File: src/rtl/systolic_pkg.sv
// Shared types and helpers for the systolic array frame and its collector.
package systolic_pkg;

  typedef enum logic [1:0] {
    IDLE    = 2'd0,
    CAPTURE = 2'd1,
    DRAIN   = 2'd2
  } collector_state_t;

  // Index width for an N-entry structure, never narrower than one bit.
  function automatic int idx_width(input int n);
    return (n > 1) ? $clog2(n) : 1;
  endfunction

endpackage

File: src/rtl/output_deskewer.sv
// Triangular delay chain that realigns column-skewed result lanes into rows.
// Latency: lane j delayed N-1-j shift cycles; lane N-1 is combinational pass-through.
// Backpressure: none; advances only when shift_en is high.
module output_deskewer #(
  parameter int MATRIX_SIZE = 2,
  parameter int DATA_SIZE   = 32
) (
  input  logic                                  clk,
  input  logic                                  reset,
  input  logic                                  shift_en,
  input  logic [MATRIX_SIZE-1:0][DATA_SIZE-1:0] lanes_in,
  output logic [MATRIX_SIZE-1:0][DATA_SIZE-1:0] row_out
);

  for (genvar j = 0; j < MATRIX_SIZE; j++) begin : g_lane
    localparam int DEPTH = MATRIX_SIZE - 1 - j;
    if (DEPTH == 0) begin : g_thru
      assign row_out[j] = lanes_in[j];
    end else begin : g_dly
      logic [DATA_SIZE-1:0] stage [DEPTH];

      always_ff @(posedge clk or negedge reset) begin
        if (!reset) begin
          for (int k = 0; k < DEPTH; k++) stage[k] <= '0;
        end else if (shift_en) begin
          stage[0] <= lanes_in[j];
          for (int k = 1; k < DEPTH; k++) stage[k] <= stage[k-1];
        end
      end

      assign row_out[j] = stage[DEPTH-1];
    end
  end

endmodule

File: src/rtl/systolic_result_collector.sv
// Deskews the array's result stream, buffers one NxN tile, drains it row by row.
// Latency: out_valid 2N-1 cycles after result_start; N-cycle drain at full rate.
// Backpressure: out_ready low holds the current row; output_ready low until drained.
module systolic_result_collector
  import systolic_pkg::*;
#(
  parameter int MATRIX_SIZE = 2,
  parameter int DATA_SIZE   = 32
) (
  input  logic                                   clk,
  input  logic                                   reset,
  input  logic [MATRIX_SIZE-1:0][DATA_SIZE-1:0]  result_in,
  input  logic                                   result_start,
  output logic                                   output_ready,
  output logic                                   out_valid,
  input  logic                                   out_ready,
  output logic [MATRIX_SIZE-1:0][DATA_SIZE-1:0]  out_row,
  output logic [idx_width(MATRIX_SIZE)-1:0]      out_index,
  output logic                                   done,
  output logic                                   overrun
);

  localparam int IDX_W = idx_width(MATRIX_SIZE);
  localparam logic [IDX_W-1:0] LAST = IDX_W'(MATRIX_SIZE - 1);

  collector_state_t state;
  logic [IDX_W-1:0] skew_cnt;
  logic [IDX_W-1:0] wr_row;
  logic [IDX_W-1:0] rd_ptr;
  logic [MATRIX_SIZE-1:0][MATRIX_SIZE-1:0][DATA_SIZE-1:0] buffer;
  logic [MATRIX_SIZE-1:0][DATA_SIZE-1:0] aligned_row;
  logic shift_en;
  logic aligned;

  // The start cycle itself must shift so row 0's early lanes enter the chain.
  assign shift_en = (state == CAPTURE) || ((state == IDLE) && result_start);
  assign aligned  = (skew_cnt == LAST);

  output_deskewer #(
    .MATRIX_SIZE (MATRIX_SIZE),
    .DATA_SIZE   (DATA_SIZE)
  ) u_deskew (
    .clk      (clk),
    .reset    (reset),
    .shift_en (shift_en),
    .lanes_in (result_in),
    .row_out  (aligned_row)
  );

  always_ff @(posedge clk or negedge reset) begin
    if (!reset) begin
      state    <= IDLE;
      skew_cnt <= '0;
      wr_row   <= '0;
      rd_ptr   <= '0;
      buffer   <= '0;
      done     <= 1'b0;
      overrun  <= 1'b0;
    end else begin
      done <= 1'b0;
      if (result_start && (state != IDLE)) overrun <= 1'b1;
      case (state)
        IDLE: begin
          if (result_start) begin
            state    <= CAPTURE;
            skew_cnt <= IDX_W'(1);
            wr_row   <= '0;
          end
        end
        CAPTURE: begin
          // skew_cnt saturates at N-1: from then on each cycle delivers one whole row
          if (!aligned) begin
            skew_cnt <= skew_cnt + IDX_W'(1);
          end else begin
            buffer[wr_row] <= aligned_row;
            if (wr_row == LAST) begin
              state    <= DRAIN;
              wr_row   <= '0;
              skew_cnt <= '0;
            end else begin
              wr_row <= wr_row + IDX_W'(1);
            end
          end
        end
        DRAIN: begin
          if (out_ready) begin
            if (rd_ptr == LAST) begin
              rd_ptr <= '0;
              done   <= 1'b1;
              state  <= IDLE;
            end else begin
              rd_ptr <= rd_ptr + IDX_W'(1);
            end
          end
        end
        default: state <= IDLE;
      endcase
    end
  end

  assign output_ready = (state == IDLE);
  assign out_valid    = (state == DRAIN);
  assign out_index    = rd_ptr;
  assign out_row      = out_valid ? buffer[rd_ptr] : '0;

endmodule

File: config.mk
export PLATFORM = sky130hd
export DESIGN_NAME = systolic_result_collector
export DESIGN_NICKNAME = d
export VERILOG_FILES = /design/src/rtl/systolic_pkg.sv /design/src/rtl/output_deskewer.sv /design/src/rtl/systolic_result_collector.sv
export SDC_FILE = /design/constraint.sdc
export NUM_CORES = 1
export LEC_CHECK = 0
export ABC_AREA = 1
export ABC_CLOCK_PERIOD_IN_PS = 1600
export BUFFER_PORTS_ARGS = -buffer_cell sky130_fd_sc_hd__buf_2
export CORE_ASPECT_RATIO = 2
export CORE_MARGIN = 2
export CORE_UTILIZATION = 30
export CTS_CLUSTER_DIAMETER = 120
export DETAILED_ROUTE_END_ITERATION = 16
export PLACE_DENSITY_LB_ADDON = 0.08
export SLEW_MARGIN = 5
export SYNTH_ARGS = -nofsm -noshare
export SYNTH_HDL_FRONTEND = slang
export SYNTH_SLANG_ARGS = --single-unit
File: constraint.sdc
create_clock -name clk -period 1.6 [get_ports clk]
set_input_delay 0.16 -clock clk [delete_from_list [all_inputs] [get_ports clk]]
set_output_delay 0.16 -clock clk [all_outputs]
set_load 0.01 [all_outputs]
# After elaboration in Yosys (flattened, before gate mapping)
# Index checks and enable logic that the tools add are counted.
# word_totals
n_memories,0
ramBits,0
mem_bits_ro,0
latch_bits,0
ff_bits,167
out_inout_bits,69
elab_cells,60
# classes
magnitude_cmp,3
n_mux,24
n_bitwise,0
multipliers,0
reduce_logical,12
shifts,0
n_eq_ne,7
n_div,0
add_sub_neg,3
# op_table
operator,n
2-to-1 mux 64 bit,4
bitwise mux 128 bit,1
demux 64 bit (select 1 bit),1
2-to-1 mux 1 bit,10
2-to-1 mux 2 bit,5
inequality test 2 bit (second input constant),3
one-hot mux 2 bit (3 select lines),1
AND reduction 2 bit,3
AND reduction 5 bit,1
less-than comparator 1 x 2 -> 1 bit (second input constant),2
inequality test 2 x 1 -> 1 bit (second input constant),2
one-hot mux 1 bit (2 select lines),2
nonzero test 2 bit,2
adder 1 bit (second input constant),3
logical AND 1 bit,3
AND reduction 3 bit,1
equality test 2 x 1 -> 1 bit (second input constant),1
equality test 2 bit (second input constant),1
logical NOT 2 bit,1
greater-or-equal comparator 1 bit (second input constant),1
logical OR 1 bit,1

# Depth between registers and ports, before layout
# depth
depth_word,5
ltp_mapped,7
ltp_nobuf,5

# Modules after synthesis
# From an unflattened synthesis, not the netlist that was laid out.
# unflattened
cells_unflattened,973
hier_area_um2,7757.4
# by_module_without_submodules
module,instances,area_per_inst_um2,cells_each
systolic_result_collector,1,6224.7,805
output_deskewer,1,1532.7,168

# Least setup slack after synthesis
# No wires, ideal clock.
# synth_path
path_kind,register to output
from,"reg rd_ptr, in the netlist out_index"
to,out out_row[0] (netlist bit)
t_required_ps,1440
path_slack_ps,189
t_arrival_ps,1251
stages_incl_launch_ff,6
path_buffers,2
path_cell_list,dfrtp_1 > inv_1 > buf_2 > buf_1 > nand2_1 > a21oi_1
# synth_lines
item,line_no,text
"start, declared",systolic_result_collector.sv:29,logic [IDX_W-1:0] rd_ptr;
"start signal, assigned",systolic_result_collector.sv:92,rd_ptr <= rd_ptr + IDX_W'(1);
"end, declared",systolic_result_collector.sv:17,"output logic [MATRIX_SIZE-1:0][DATA_SIZE-1:0] out_row,"

==> reports/metrics.csv <==
stage,metric,value,unit
run_status,outcome,"finished, violations left",
run_status,violations,negative setup slack,
sta,drv_slew,0,
worst_setup_path,critical_path_class,flop to primary output,
cells_and_area,utilization,43.9,%
pwr,vdd_drop_max,0.891,mV
sta,relSlewSlack,61.0,%
clock_tree,cts_tree,done,
sta,timing.final.crit_period,1790,ps
pwr,pwr_density_cell,1990,mW/mm²
drt,wl,26300,µm
global_routing,grt_use_total,19.4,%
clock_tree,cts_buffers,17,
cells_and_area,syn_to_final_growth,44.0,%
clock_tree,cts.sinks,167,
die,die_h,227,µm
die,start_util,30.5,%
synthesis,synth_cell_types,17,
worst_setup_path,critPathCaptureType,primary output,
die,fp.dieArea,0.0262,mm²
sta,max_clock_freq,0.559,GHz
worst_setup_path,worstPathRequired,1440,ps
synthesis,synth_compound_area_share,6.81,%
global_routing,grt.overflow.total,0,
worst_hold_path,min_from,result_in[3],
clock_tree,root_buffer,clkbuf_16,
sta,max_slew.worst_pin.slew,585,ps
sta,setup_tns,-10090,ps
clock_tree,clk_path_buf_depth,2,
worst_setup_path,crit_arrival,1630,ps
drt,vias,6896,
die,coreArea,0.0244,mm²
die,die_x,115,µm
cells_and_area,layout_common_cells,"nand2_1, dfrtp_1, buf_2",
synthesis,synth_top_family_by_area,simple AND/OR/NAND/NOR gates,
cells_and_area,diodes,0,
die,io_pins,137,
run,drv_cap,0,
sta,setup_viol,64,
synthesis,yosys.area_share.simple,30.6,%
synthesis,yosys.area.top_type,dfrtp_1,
synthesis,netlist.area_leader.share,56.1,%
synthesis,synth_xor_area_share,0,%
synthesis,synth_seq_cells,167,
worst_setup_path,reg2regPathDepth,7,
worst_setup_path,ff2ff_setup_slack,120,ps
worst_hold_path,hold_class,input pin to flop,
synthesis,syn_area_per_cell,7.94,µm²
sta,rsz0062_at_grt,true,
drt,ant_nets,0,
synthesis,yosys_warnings,0,
clock_tree,clk_pin_slew,60,ps
drt,drcViolationCount,0,
sta,finalHoldViolations,0,
worst_setup_path,critPathLaunch,out_index,
global_routing,grt_first_pass_wirelength,38100,µm
synthesis,synthAdderAreaFrac,0,%
placement,dp_hpwl,15100,µm
cells_and_area,final_common_cell,nand2_1,
worst_setup_path,rr_startpoint,state[1],
sta,whs,35.2,ps
worst_setup_path,r2r-end,buffer[90],
synthesis,synthCells,939,
sta,fin_crit_sh,112,%
clock_tree,cts.htree.levels,4,
cells_and_area,stdcell_count,1486,
die,rows,81,
synthesis,synthMuxAreaShare,0,%
synthesis,syn_area,0.00745,mm²
cells_and_area,fillers,2544,
global_routing,grt_pass1_vias,6883,
drt,drt_iter0_markers,377,
sta,setup_ws,-189,ps
cells_and_area,fin_nets,1209,
clock_tree,clk-insertion-delay-late,440,ps
drt,firstDrtPassIters,4,
placement,dp.cells,1369,
drt,wire_per_inst,17.7,µm
pwr,power_leakage,5.50,nW
worst_setup_path,startpoint_type,flop,
worst_setup_path,worstPathMaxFanout,7,
worst_setup_path,critPathCapture,out_row[8],
synthesis,synth_area_leaders,"dfrtp_1, nand2_1, nand4_1",
drt,vias_per_cell,4.64,
global_routing,grt_max_degree,53,
placement,gp_congestion,0.768,
placement,io_buffers,136,
synthesis,seq_area_frac_synth,56.1,%
cells_and_area,layout-drive-gt1-share,26.9,%
synthesis,synth_fp_nets,1007,
global_routing,antenna_found_initial,0,
sta,clock_skew,8.60,ps
[worst max-delay path, stage by stage (launching register included)]
cell       delay (ps)
dfrtp_2           430
buf_12            170
clkinv_16          80
buf_12            140
nand2_4            60
a21oi_4           170
buf_2             150
[registers in the layout, indices dropped and copies added (netlist names)]
name and cells:
state 2, u_deskew.g_lane.g_dly.stage 32, wr_row 1, done 1, buffer 128, overrun 1
out_index 1, aligned 1
[per-layer routing]
layer | up-vias | part of all wire [%] | track usage [%]
met1 | 3324 | 40 | 22.0
met3 | 26 | 3.1 | 3.70
met2 | 148 | 55 | 35.5
met4 | 0 | 2.1 | 7.03
met5 | - | 0 | 0
li1 | 3398 | - | -
[metrics by stage]
step                instance area, µm²  worst slack [ps]  total power, mW
CTS                              10100              -223             20.0
detailed placement                8610               133             15.0
finish                           10700              -189             21.4
global placement                  8610               160             14.9
global route                     10700              -252             22.9
floorplan                         7450               189             12.1
[power by group]
part           internal [mW]  switching (mW)  total [mW]
logic                   3.56            5.85        9.41
clock network           2.57            1.74        4.31
registers               6.24            1.40        7.65
[cells in the mapped netlist]
library cell	number
buf_2	30
clkbuf_1	21
a21oi_1	65
o21bai_1	1
dfrtp_1	167
nand3_1	3
nor2_4	1
o21ai_0	16
nand4_1	66
inv_1	37
o21ai_1	19
nor3_1	1
nor2_1	3
buf_1	10
buf_4	9
nand2_1	487
inv_2	3
[layout make-up]
type | instances | area, µm² | share of cell area [%]
flip-flops and latches | 167 | 4180 | 39.0
repair inverters | 1 | 16.3 | 0.152
multi-input cells | 662 | 3230 | 30.1
repair buffers | 252 | 2110 | 19.7
clock inverters | 9 | 123 | 1.14
inverters | 40 | 179 | 1.67
clock buffers | 23 | 478 | 4.45
well taps | 332 | 415 | 3.87
[cells by family (layout without fill, tap and decap cells)]
family / after synthesis / after routing
buf+inv: 110 / 325
flops: 167 / 167
compound gates: 101 / 101
simple gates: 561 / 561
[timing repair]
item / 4_1_cts / 5_1_grt
gates resized for setup: 40 / 94
hold buffers: 66 / 0
pin swaps: 1 / 26
cloned: 1 / 13
hold endpoints to repair: 186 / 0
buffers inserted: 3 / 3
endpoints found under the setup margin: 66 / 66
[worst min-delay path by stage]
stage / endpoint / depth (start not counted)
3_3_place_gp: buffer[114] / 1
3_5_place_dp: buffer[50] / 1
5_1_grt: u_deskew.g_lane[0].g_dly.stage[3] / 3
6_report: u_deskew.g_lane[0].g_dly.stage[3] / 3
4_1_cts: u_deskew.g_lane[0].g_dly.stage[3] / 3
2_1_floorplan: aligned / 0
Power figures use the tool's default switching activity.
